### config.mk
export PLATFORM = sky130hd
export DESIGN_NAME = execute_stage
export DESIGN_NICKNAME = d
export VERILOG_FILES = /design/src/rtl/exec_pkg.sv /design/src/rtl/execute_stage_divider.sv /design/src/rtl/execute_stage.sv
export SDC_FILE = /design/constraint.sdc
export NUM_CORES = 2
export LEC_CHECK = 0
export ABC_AREA = 1
export BUFFER_PORTS_ARGS = -buffer_cell sky130_fd_sc_hd__buf_2
export CAP_MARGIN = 10
export CORE_AREA = 2 2 366 332
export CTS_CLUSTER_DIAMETER = 100
export CTS_CLUSTER_SIZE = 8
export DETAILED_ROUTE_END_ITERATION = 6
export DIE_AREA = 0 0 368 334
export GPL_TIMING_DRIVEN = 0
export MAX_ROUTING_LAYER = met4
export PLACE_DENSITY = 0.72
export SLEW_MARGIN = 20
export SYNTH_ARGS = -nofsm -noshare
export SYNTH_HDL_FRONTEND = slang
export SYNTH_SLANG_ARGS = --single-unit
### constraint.sdc
create_clock -name clk -period 7.3 [get_ports clk]
set_input_delay 0.73 -clock clk [delete_from_list [all_inputs] [get_ports clk]]
set_output_delay 0.73 -clock clk [all_outputs]
set_load 0.03 [all_outputs]
### src/rtl/exec_pkg.sv
// Shared types and helpers for the RV32 execute stage: ALU opcodes, divider
// state encoding and opcode classification.
package exec_pkg;

  typedef enum logic [4:0] {
    ALU_ADD, ALU_SUB, ALU_AND, ALU_OR, ALU_XOR, ALU_SLL, ALU_SRL, ALU_SRA,
    ALU_SLT, ALU_SLTU, ALU_PASSB, ALU_MUL, ALU_MULH, ALU_MULHSU, ALU_MULHU,
    ALU_DIV, ALU_DIVU, ALU_REM, ALU_REMU
  } alu_op_t;

  typedef logic [1:0] div_state_t;
  localparam div_state_t DIV_IDLE = 2'd0;
  localparam div_state_t DIV_BUSY = 2'd1;
  localparam div_state_t DIV_DONE = 2'd2;

  localparam int          DIV_ITERS  = 32;
  localparam logic [31:0] DIV_ZERO_Q = '1;

  function automatic logic is_div_op(input alu_op_t op);
    return op inside {ALU_DIV, ALU_DIVU, ALU_REM, ALU_REMU};
  endfunction

  function automatic logic is_signed_div(input alu_op_t op);
    return op inside {ALU_DIV, ALU_REM};
  endfunction

  function automatic logic is_rem_op(input alu_op_t op);
    return op inside {ALU_REM, ALU_REMU};
  endfunction

endpackage

### src/rtl/execute_stage_divider.sv
// Iterative radix-2 restoring divider with magnitude conversion, sign fix-up
// and the RISC-V divide-by-zero / signed-overflow results.
//
// state | meaning
// IDLE  | waiting for start; special cases jump straight to DONE
// BUSY  | one shift-subtract per cycle, DIV_ITERS cycles
// DONE  | result valid for one cycle, then back to IDLE
module iterative_divider
  import exec_pkg::*;
#(
  parameter int XLEN = 32
) (
  input  logic            clk,
  input  logic            rst,
  input  logic            start_i,
  input  logic            flush_i,
  input  logic            signed_i,
  input  logic [XLEN-1:0] dividend_i,
  input  logic [XLEN-1:0] divisor_i,
  output logic            stall_o,
  output logic            busy_o,
  output logic [XLEN-1:0] quotient_o,
  output logic [XLEN-1:0] remainder_o
);

  localparam int CNT_W = $clog2(DIV_ITERS);

  div_state_t        state_q, state_d;
  logic [CNT_W-1:0]  count_q, count_d;
  logic [XLEN-1:0]   quo_q, quo_d, rem_q, rem_d, dvs_q, dvs_d;
  logic              neg_quo_q, neg_quo_d, neg_rem_q, neg_rem_d;
  logic              special_q, special_d;

  logic              dvd_neg, dvs_neg, div_zero, overflow;
  logic [XLEN-1:0]   dvd_mag, dvs_mag;
  logic [XLEN:0]     rem_sh, diff;

  assign dvd_neg  = signed_i & dividend_i[XLEN-1];
  assign dvs_neg  = signed_i & divisor_i[XLEN-1];
  assign dvd_mag  = dvd_neg ? -dividend_i : dividend_i;
  assign dvs_mag  = dvs_neg ? -divisor_i : divisor_i;
  assign div_zero = (divisor_i == '0);
  assign overflow = signed_i && (dividend_i == {1'b1, {(XLEN-1){1'b0}}})
                    && (divisor_i == '1);

  // quo_q doubles as the dividend shift register: its MSB feeds the remainder
  assign rem_sh = {rem_q, quo_q[XLEN-1]};
  assign diff   = rem_sh - {1'b0, dvs_q};

  always_comb begin
    state_d   = state_q;
    count_d   = count_q;
    quo_d     = quo_q;
    rem_d     = rem_q;
    dvs_d     = dvs_q;
    neg_quo_d = neg_quo_q;
    neg_rem_d = neg_rem_q;
    special_d = special_q;
    case (state_q)
      DIV_IDLE: begin
        if (start_i) begin
          neg_quo_d = dvd_neg ^ dvs_neg;
          neg_rem_d = dvd_neg;
          if (div_zero) begin
            quo_d     = XLEN'(DIV_ZERO_Q);
            rem_d     = dividend_i;
            special_d = 1'b1;
            state_d   = DIV_DONE;
          end else if (overflow) begin
            quo_d     = dividend_i;
            rem_d     = '0;
            special_d = 1'b1;
            state_d   = DIV_DONE;
          end else begin
            quo_d     = dvd_mag;
            rem_d     = '0;
            dvs_d     = dvs_mag;
            count_d   = '0;
            special_d = 1'b0;
            state_d   = DIV_BUSY;
          end
        end
      end
      DIV_BUSY: begin
        if (flush_i) begin
          state_d = DIV_IDLE;
        end else begin
          if (!diff[XLEN]) begin
            rem_d = diff[XLEN-1:0];
            quo_d = {quo_q[XLEN-2:0], 1'b1};
          end else begin
            rem_d = rem_sh[XLEN-1:0];
            quo_d = {quo_q[XLEN-2:0], 1'b0};
          end
          if (count_q == CNT_W'(DIV_ITERS - 1)) state_d = DIV_DONE;
          else                                  count_d = count_q + 1'b1;
        end
      end
      default: state_d = DIV_IDLE;
    endcase
  end

  always_ff @(posedge clk or posedge rst) begin
    if (rst) begin
      state_q   <= DIV_IDLE;
      count_q   <= '0;
      quo_q     <= '0;
      rem_q     <= '0;
      dvs_q     <= '0;
      neg_quo_q <= 1'b0;
      neg_rem_q <= 1'b0;
      special_q <= 1'b0;
    end else begin
      state_q   <= state_d;
      count_q   <= count_d;
      quo_q     <= quo_d;
      rem_q     <= rem_d;
      dvs_q     <= dvs_d;
      neg_quo_q <= neg_quo_d;
      neg_rem_q <= neg_rem_d;
      special_q <= special_d;
    end
  end

  assign stall_o     = ((state_q == DIV_IDLE) && start_i) ||
                       ((state_q == DIV_BUSY) && !flush_i);
  assign busy_o      = (state_q != DIV_IDLE);
  assign quotient_o  = (special_q || !neg_quo_q) ? quo_q : -quo_q;
  assign remainder_o = (special_q || !neg_rem_q) ? rem_q : -rem_q;

endmodule

### src/rtl/execute_stage.sv
// RV32 EX stage: operand mux, single-cycle ALU/multiplier, iterative divider
// hookup and the EX/MEM pipeline register.
module execute_stage
  import exec_pkg::*;
#(
  parameter int XLEN  = 32,
  parameter int REG_W = 5
) (
  input  logic             clk,
  input  logic             rst,
  input  logic             valid_ex,
  input  logic             flush_ex,
  input  logic [4:0]       alu_op_ex,
  input  logic             alu_src_ex,
  input  logic [XLEN-1:0]  reg1_data_ex,
  input  logic [XLEN-1:0]  reg2_data_ex,
  input  logic [XLEN-1:0]  imm_ex,
  input  logic [XLEN-1:0]  pc_ex,
  input  logic [REG_W-1:0] wrt_reg_ex,
  input  logic             reg_wrt_en_ex,
  input  logic             mem_rd_en_ex,
  input  logic             mem_wrt_en_ex,
  input  logic             mem_unsigned_ex,
  input  logic             random_ex,
  input  logic             rdi_ex,
  input  logic [1:0]       width_ex,
  input  logic [1:0]       wb_sel_ex,
  output logic             stall_ex,
  output logic             div_busy,
  output logic             reg_wrt_en_mem,
  output logic             mem_rd_en_mem,
  output logic             mem_wrt_en_mem,
  output logic             mem_unsigned_mem,
  output logic             random_mem,
  output logic             rdi_mem,
  output logic [1:0]       width_mem,
  output logic [1:0]       wb_sel_mem,
  output logic [REG_W-1:0] wrt_reg_mem,
  output logic [XLEN-1:0]  pc_mem,
  output logic [XLEN-1:0]  reg2_data_mem,
  output logic [XLEN-1:0]  alu_mem
);

  alu_op_t             op;
  logic [XLEN-1:0]     op_a, op_b, result, quotient, remainder;
  logic [2*XLEN-1:0]   mul_a, mul_b, prod;
  logic                mul_a_sgn, mul_b_sgn, div_start, div_stall, load_mem;
  logic [9:0]          ctl_ex, ctl_q, ctl_d;
  logic [REG_W-1:0]    wrt_reg_q, wrt_reg_d;
  logic [XLEN-1:0]     pc_q, pc_d, reg2_q, reg2_d, alu_q, alu_d;

  assign op   = alu_op_t'(alu_op_ex);
  assign op_a = reg1_data_ex;
  assign op_b = alu_src_ex ? imm_ex : reg2_data_ex;

  // one 2*XLEN multiplier; per-op sign extension selects MUL/MULH/MULHSU/MULHU
  assign mul_a_sgn = (op == ALU_MULH) || (op == ALU_MULHSU);
  assign mul_b_sgn = (op == ALU_MULH);
  assign mul_a     = {{XLEN{mul_a_sgn & op_a[XLEN-1]}}, op_a};
  assign mul_b     = {{XLEN{mul_b_sgn & op_b[XLEN-1]}}, op_b};
  assign prod      = mul_a * mul_b;

  always_comb begin
    result = '0;
    case (op)
      ALU_ADD:    result = op_a + op_b;
      ALU_SUB:    result = op_a - op_b;
      ALU_AND:    result = op_a & op_b;
      ALU_OR:     result = op_a | op_b;
      ALU_XOR:    result = op_a ^ op_b;
      ALU_SLL:    result = op_a << op_b[4:0];
      ALU_SRL:    result = op_a >> op_b[4:0];
      ALU_SRA:    result = $signed(op_a) >>> op_b[4:0];
      ALU_SLT:    result = {{(XLEN-1){1'b0}}, $signed(op_a) < $signed(op_b)};
      ALU_SLTU:   result = {{(XLEN-1){1'b0}}, op_a < op_b};
      ALU_PASSB:  result = op_b;
      ALU_MUL:    result = prod[XLEN-1:0];
      ALU_MULH, ALU_MULHSU, ALU_MULHU: result = prod[2*XLEN-1:XLEN];
      ALU_DIV, ALU_DIVU: result = quotient;
      ALU_REM, ALU_REMU: result = remainder;
      default:    result = '0;
    endcase
  end

  assign div_start = valid_ex && !flush_ex && is_div_op(op);

  iterative_divider #(.XLEN(XLEN)) u_div (
    .clk         (clk),
    .rst         (rst),
    .start_i     (div_start),
    .flush_i     (flush_ex),
    .signed_i    (is_signed_div(op)),
    .dividend_i  (op_a),
    .divisor_i   (op_b),
    .stall_o     (div_stall),
    .busy_o      (div_busy),
    .quotient_o  (quotient),
    .remainder_o (remainder)
  );

  // reset forces stall low even while a divide op sits in EX
  assign stall_ex = div_stall && !rst;
  assign load_mem = valid_ex && !flush_ex && !stall_ex;

  assign ctl_ex = {reg_wrt_en_ex, mem_rd_en_ex, mem_wrt_en_ex, mem_unsigned_ex,
                   random_ex, rdi_ex, width_ex, wb_sel_ex};

  assign ctl_d     = load_mem ? ctl_ex       : '0;
  assign wrt_reg_d = load_mem ? wrt_reg_ex   : '0;
  assign pc_d      = load_mem ? pc_ex        : '0;
  assign reg2_d    = load_mem ? reg2_data_ex : '0;
  assign alu_d     = load_mem ? result       : '0;

  always_ff @(posedge clk or posedge rst) begin
    if (rst) begin
      ctl_q     <= '0;
      wrt_reg_q <= '0;
      pc_q      <= '0;
      reg2_q    <= '0;
      alu_q     <= '0;
    end else begin
      ctl_q     <= ctl_d;
      wrt_reg_q <= wrt_reg_d;
      pc_q      <= pc_d;
      reg2_q    <= reg2_d;
      alu_q     <= alu_d;
    end
  end

  assign {reg_wrt_en_mem, mem_rd_en_mem, mem_wrt_en_mem, mem_unsigned_mem,
          random_mem, rdi_mem, width_mem, wb_sel_mem} = ctl_q;
  assign wrt_reg_mem   = wrt_reg_q;
  assign pc_mem        = pc_q;
  assign reg2_data_mem = reg2_q;
  assign alu_mem       = alu_q;

endmodule

==> out/results.ini <==
[sta]
finalHoldViolations = 0
slew_headroom = 0.1055
slew_viol_final = 0
finalSetupViolCount = 32
timing.hold.ws_ps = 114.2
tightest_slew_ps = 1342
tns_ps = -24360
clock_skew_ps = 40.35
timing.final.crit_share = 1.137
timing.final.ws_setup_ps = -1000
grt_setup_unrepaired = true
fmax_ghz = 0.1205
fin_crit_ps = 8300

[detailed_routing]
drt_iter0_drc = 13590
via_per_inst = 6.392
ant_nets = 0
dr.pass1.iters = 7
drc = 194
post_drt_wl_per_cell_um = 31.83
num_vias = 75150
routed_wl_mm = 374.2

[clock_tree]
clk_latency_ps = 640
clk_pin_slew_ps = 60
cts_buffers = 31
cts_tree = built
clock_sinks = 217
htree_levels = 1
cts_hold_buf = 0
cts_buffer_depth = 3
cts-root-buf = clkbuf_16

[yosys]
yosys_warnings = 0
synth-edff-count = 0
synthArstFlopShare = 1.000
synth-seq-cells = 217
syn_avg_cell_area_um2 = 6.866
synth_cell_types = 56
synth_ff_type = dfrtp_1
yosys.area.top_type = fa_1
synth.net_count = 11110
netlist_area_um2 = 65070
synthTopCellsByArea = fa_1 (35%), nand2_1 (15%), inv_1 (11%)
ys_seq_area_frac = 0.08346
yosys.area.top_type_share = 0.3471
synthCells = 9476

[floorplanning]
die_w_um = 368
io_pins = 266
core_um2 = 119600
die_y_um = 334
initial_core_util = 0.5440
core.rowCount = 121
dieArea_um2 = 122900

[final_layout]
num-fill-cells = 10170
multi_input_area_um2 = 54320
final_nets = 11720
seq_area_um2 = 5430
final_core_util = 0.6552
drive_gt1_frac = 0.1724
stdcell_count = 11760
final_common_cell = nand2_1
area_growth_pct = 20.43
final_cell_mix = nand2_1 (2370), inv_1 (1836), fa_1 (1055), nor2_1 (880), nand3_1 (602)

[place]
numPortBuffers = 264
post-place-cells = 11350
globalplace.congestion = 1.233
hpwl_mm = 284.5

[worst_setup_path]
crit_start = alu_src_ex
crit_type = input pin to flip-flop
crit_end = alu_mem[27]$_DFF_PP0_
start_kind = input pin
crit_arrival_ps = 8790
rrSetupSlack_ps = 3490
cp_common_cell = fa_1
rr_worst_depth = 20
cp_max_fo = 7
slowest_stage = fa_2
critPathCaptureType = flip-flop
worstPathRequired_ps = 7780
r2r-start = u_div.quo_q[31]$_DFFE_PP0P_
slowest_delay_ps = 810
reg2reg_to = u_div.rem_q[29]$_DFFE_PP0P_

[min_path]
hold_path.class = input pin to async pin

[status]
violations = design-rule violations, negative setup slack
status = finished with violations

[global_routing]
first_global_vias = 71540
grt_pass1_wl_mm = 513.3
grt_usage = 0.6103
antenna_found_initial = 42
grt_overflow = 0
grt_max_degree = 101

[flow_run]
maxCapViolCount = 0

-- cell families after synthesis --
kind of cell,synth area share
buffers and inverters,0.1415
flip-flops,0.08346
XOR/XNOR,0.01252
AND/OR/NAND/NOR,0.2822
AO/OA/AOI/OAI,0.06632
adder cells (fa/ha/maj),0.4140
-- cell usage after synthesis (all sizes together) (3+ instances only) --
cell type     n
a21boi       11
a21o          7
a21oi       283
a221oi        3
a22oi         5
a31oi         7
and2          4
and3          5
buf         126
clkbuf      281
clkinv       13
dfrtp       217
fa         1128
ha          348
inv        1986
nand2      2601
nand3       661
nand3b       22
nand4        88
nor2       1002
nor3         94
nor3b         3
nor4         12
o2111ai       5
o211ai       25
o21a         14
o21ai       354
o21bai       27
o221ai        6
o22ai        32
or2           9
xnor2        19
xor2         74
-- worst min path at each step --
stage	slack (ps)	end	depth (start not counted)
final	110	u_div.quo_q[21]$_DFFE_PP0P_	2
after global routing	150	u_div.quo_q[12]$_DFFE_PP0P_	2
after CTS	130	u_div.quo_q[21]$_DFFE_PP0P_	2
after detailed placement	480	u_div.dvs_q[10]$_DFFE_PP0P_	2
after global placement	460	u_div.count_q[4]$_DFFE_PP0P_	2
after floorplan	450	u_div.count_q[4]$_DFFE_PP0P_	2
-- worst max-delay path, delay by kind of cell --
kind	cells	cell delay, ps
buffers and inverters	14	1500
AO/OA/AOI/OAI	1	80
AND/OR/NAND/NOR	14	1500
adder cells (fa/ha/maj)	9	4960
-- per-layer routing --
metal,track usage,part of all wire,vias to the layer above
met5,-,0,-
met2,0.7974,0.38,7330
met3,0.3018,0.18,2608
met4,0.5258,0.12,0
met1,0.6853,0.32,35490
li1,-,-,29720
-- timing repair --
action,CTS,global route
pin swaps,201,247
buffers inserted,244,88
setup endpoints to repair,32,32
cloned,7,5
resized for setup,1103,454
hold endpoints to repair,0,0
-- metrics by stage --
step                      setup WS [ps]  area [µm²]
after floorplan                  -778.6       65610
final                             -1000       78360
after CTS                        -599.5       75980
after detailed placement          -3544       69150
after global routing              -1053       78330
after global placement            -3458       68940
-- registers in the layout, indices dropped and copies added, names as in the netlist --
name             count
alu_mem             32
pc_mem              32
reg2_data_mem       32
u_div.dvs_q         32
u_div.quo_q         32
u_div.rem_q         32
ctl_q               10
u_div.count_q        5
wrt_reg_mem          5
u_div.state_q        2
u_div.neg_quo_q      1
u_div.neg_rem_q      1
u_div.special_q      1
-- area by class of cell --
type,count,share of cell area
plain buffers,377,0.03804
repair buffers,616,0.06092
diodes,61,0.001948
well taps,1599,0.02553
inverters,1999,0.1005
multi-input cells,6853,0.6932
flip-flops and latches,217,0.06930
clock buffers,31,0.009900
clock inverters,3,0.0007026
Power is not shown: default switching activity piles up to over one toggle a cycle in this logic, so the estimate is an artifact.
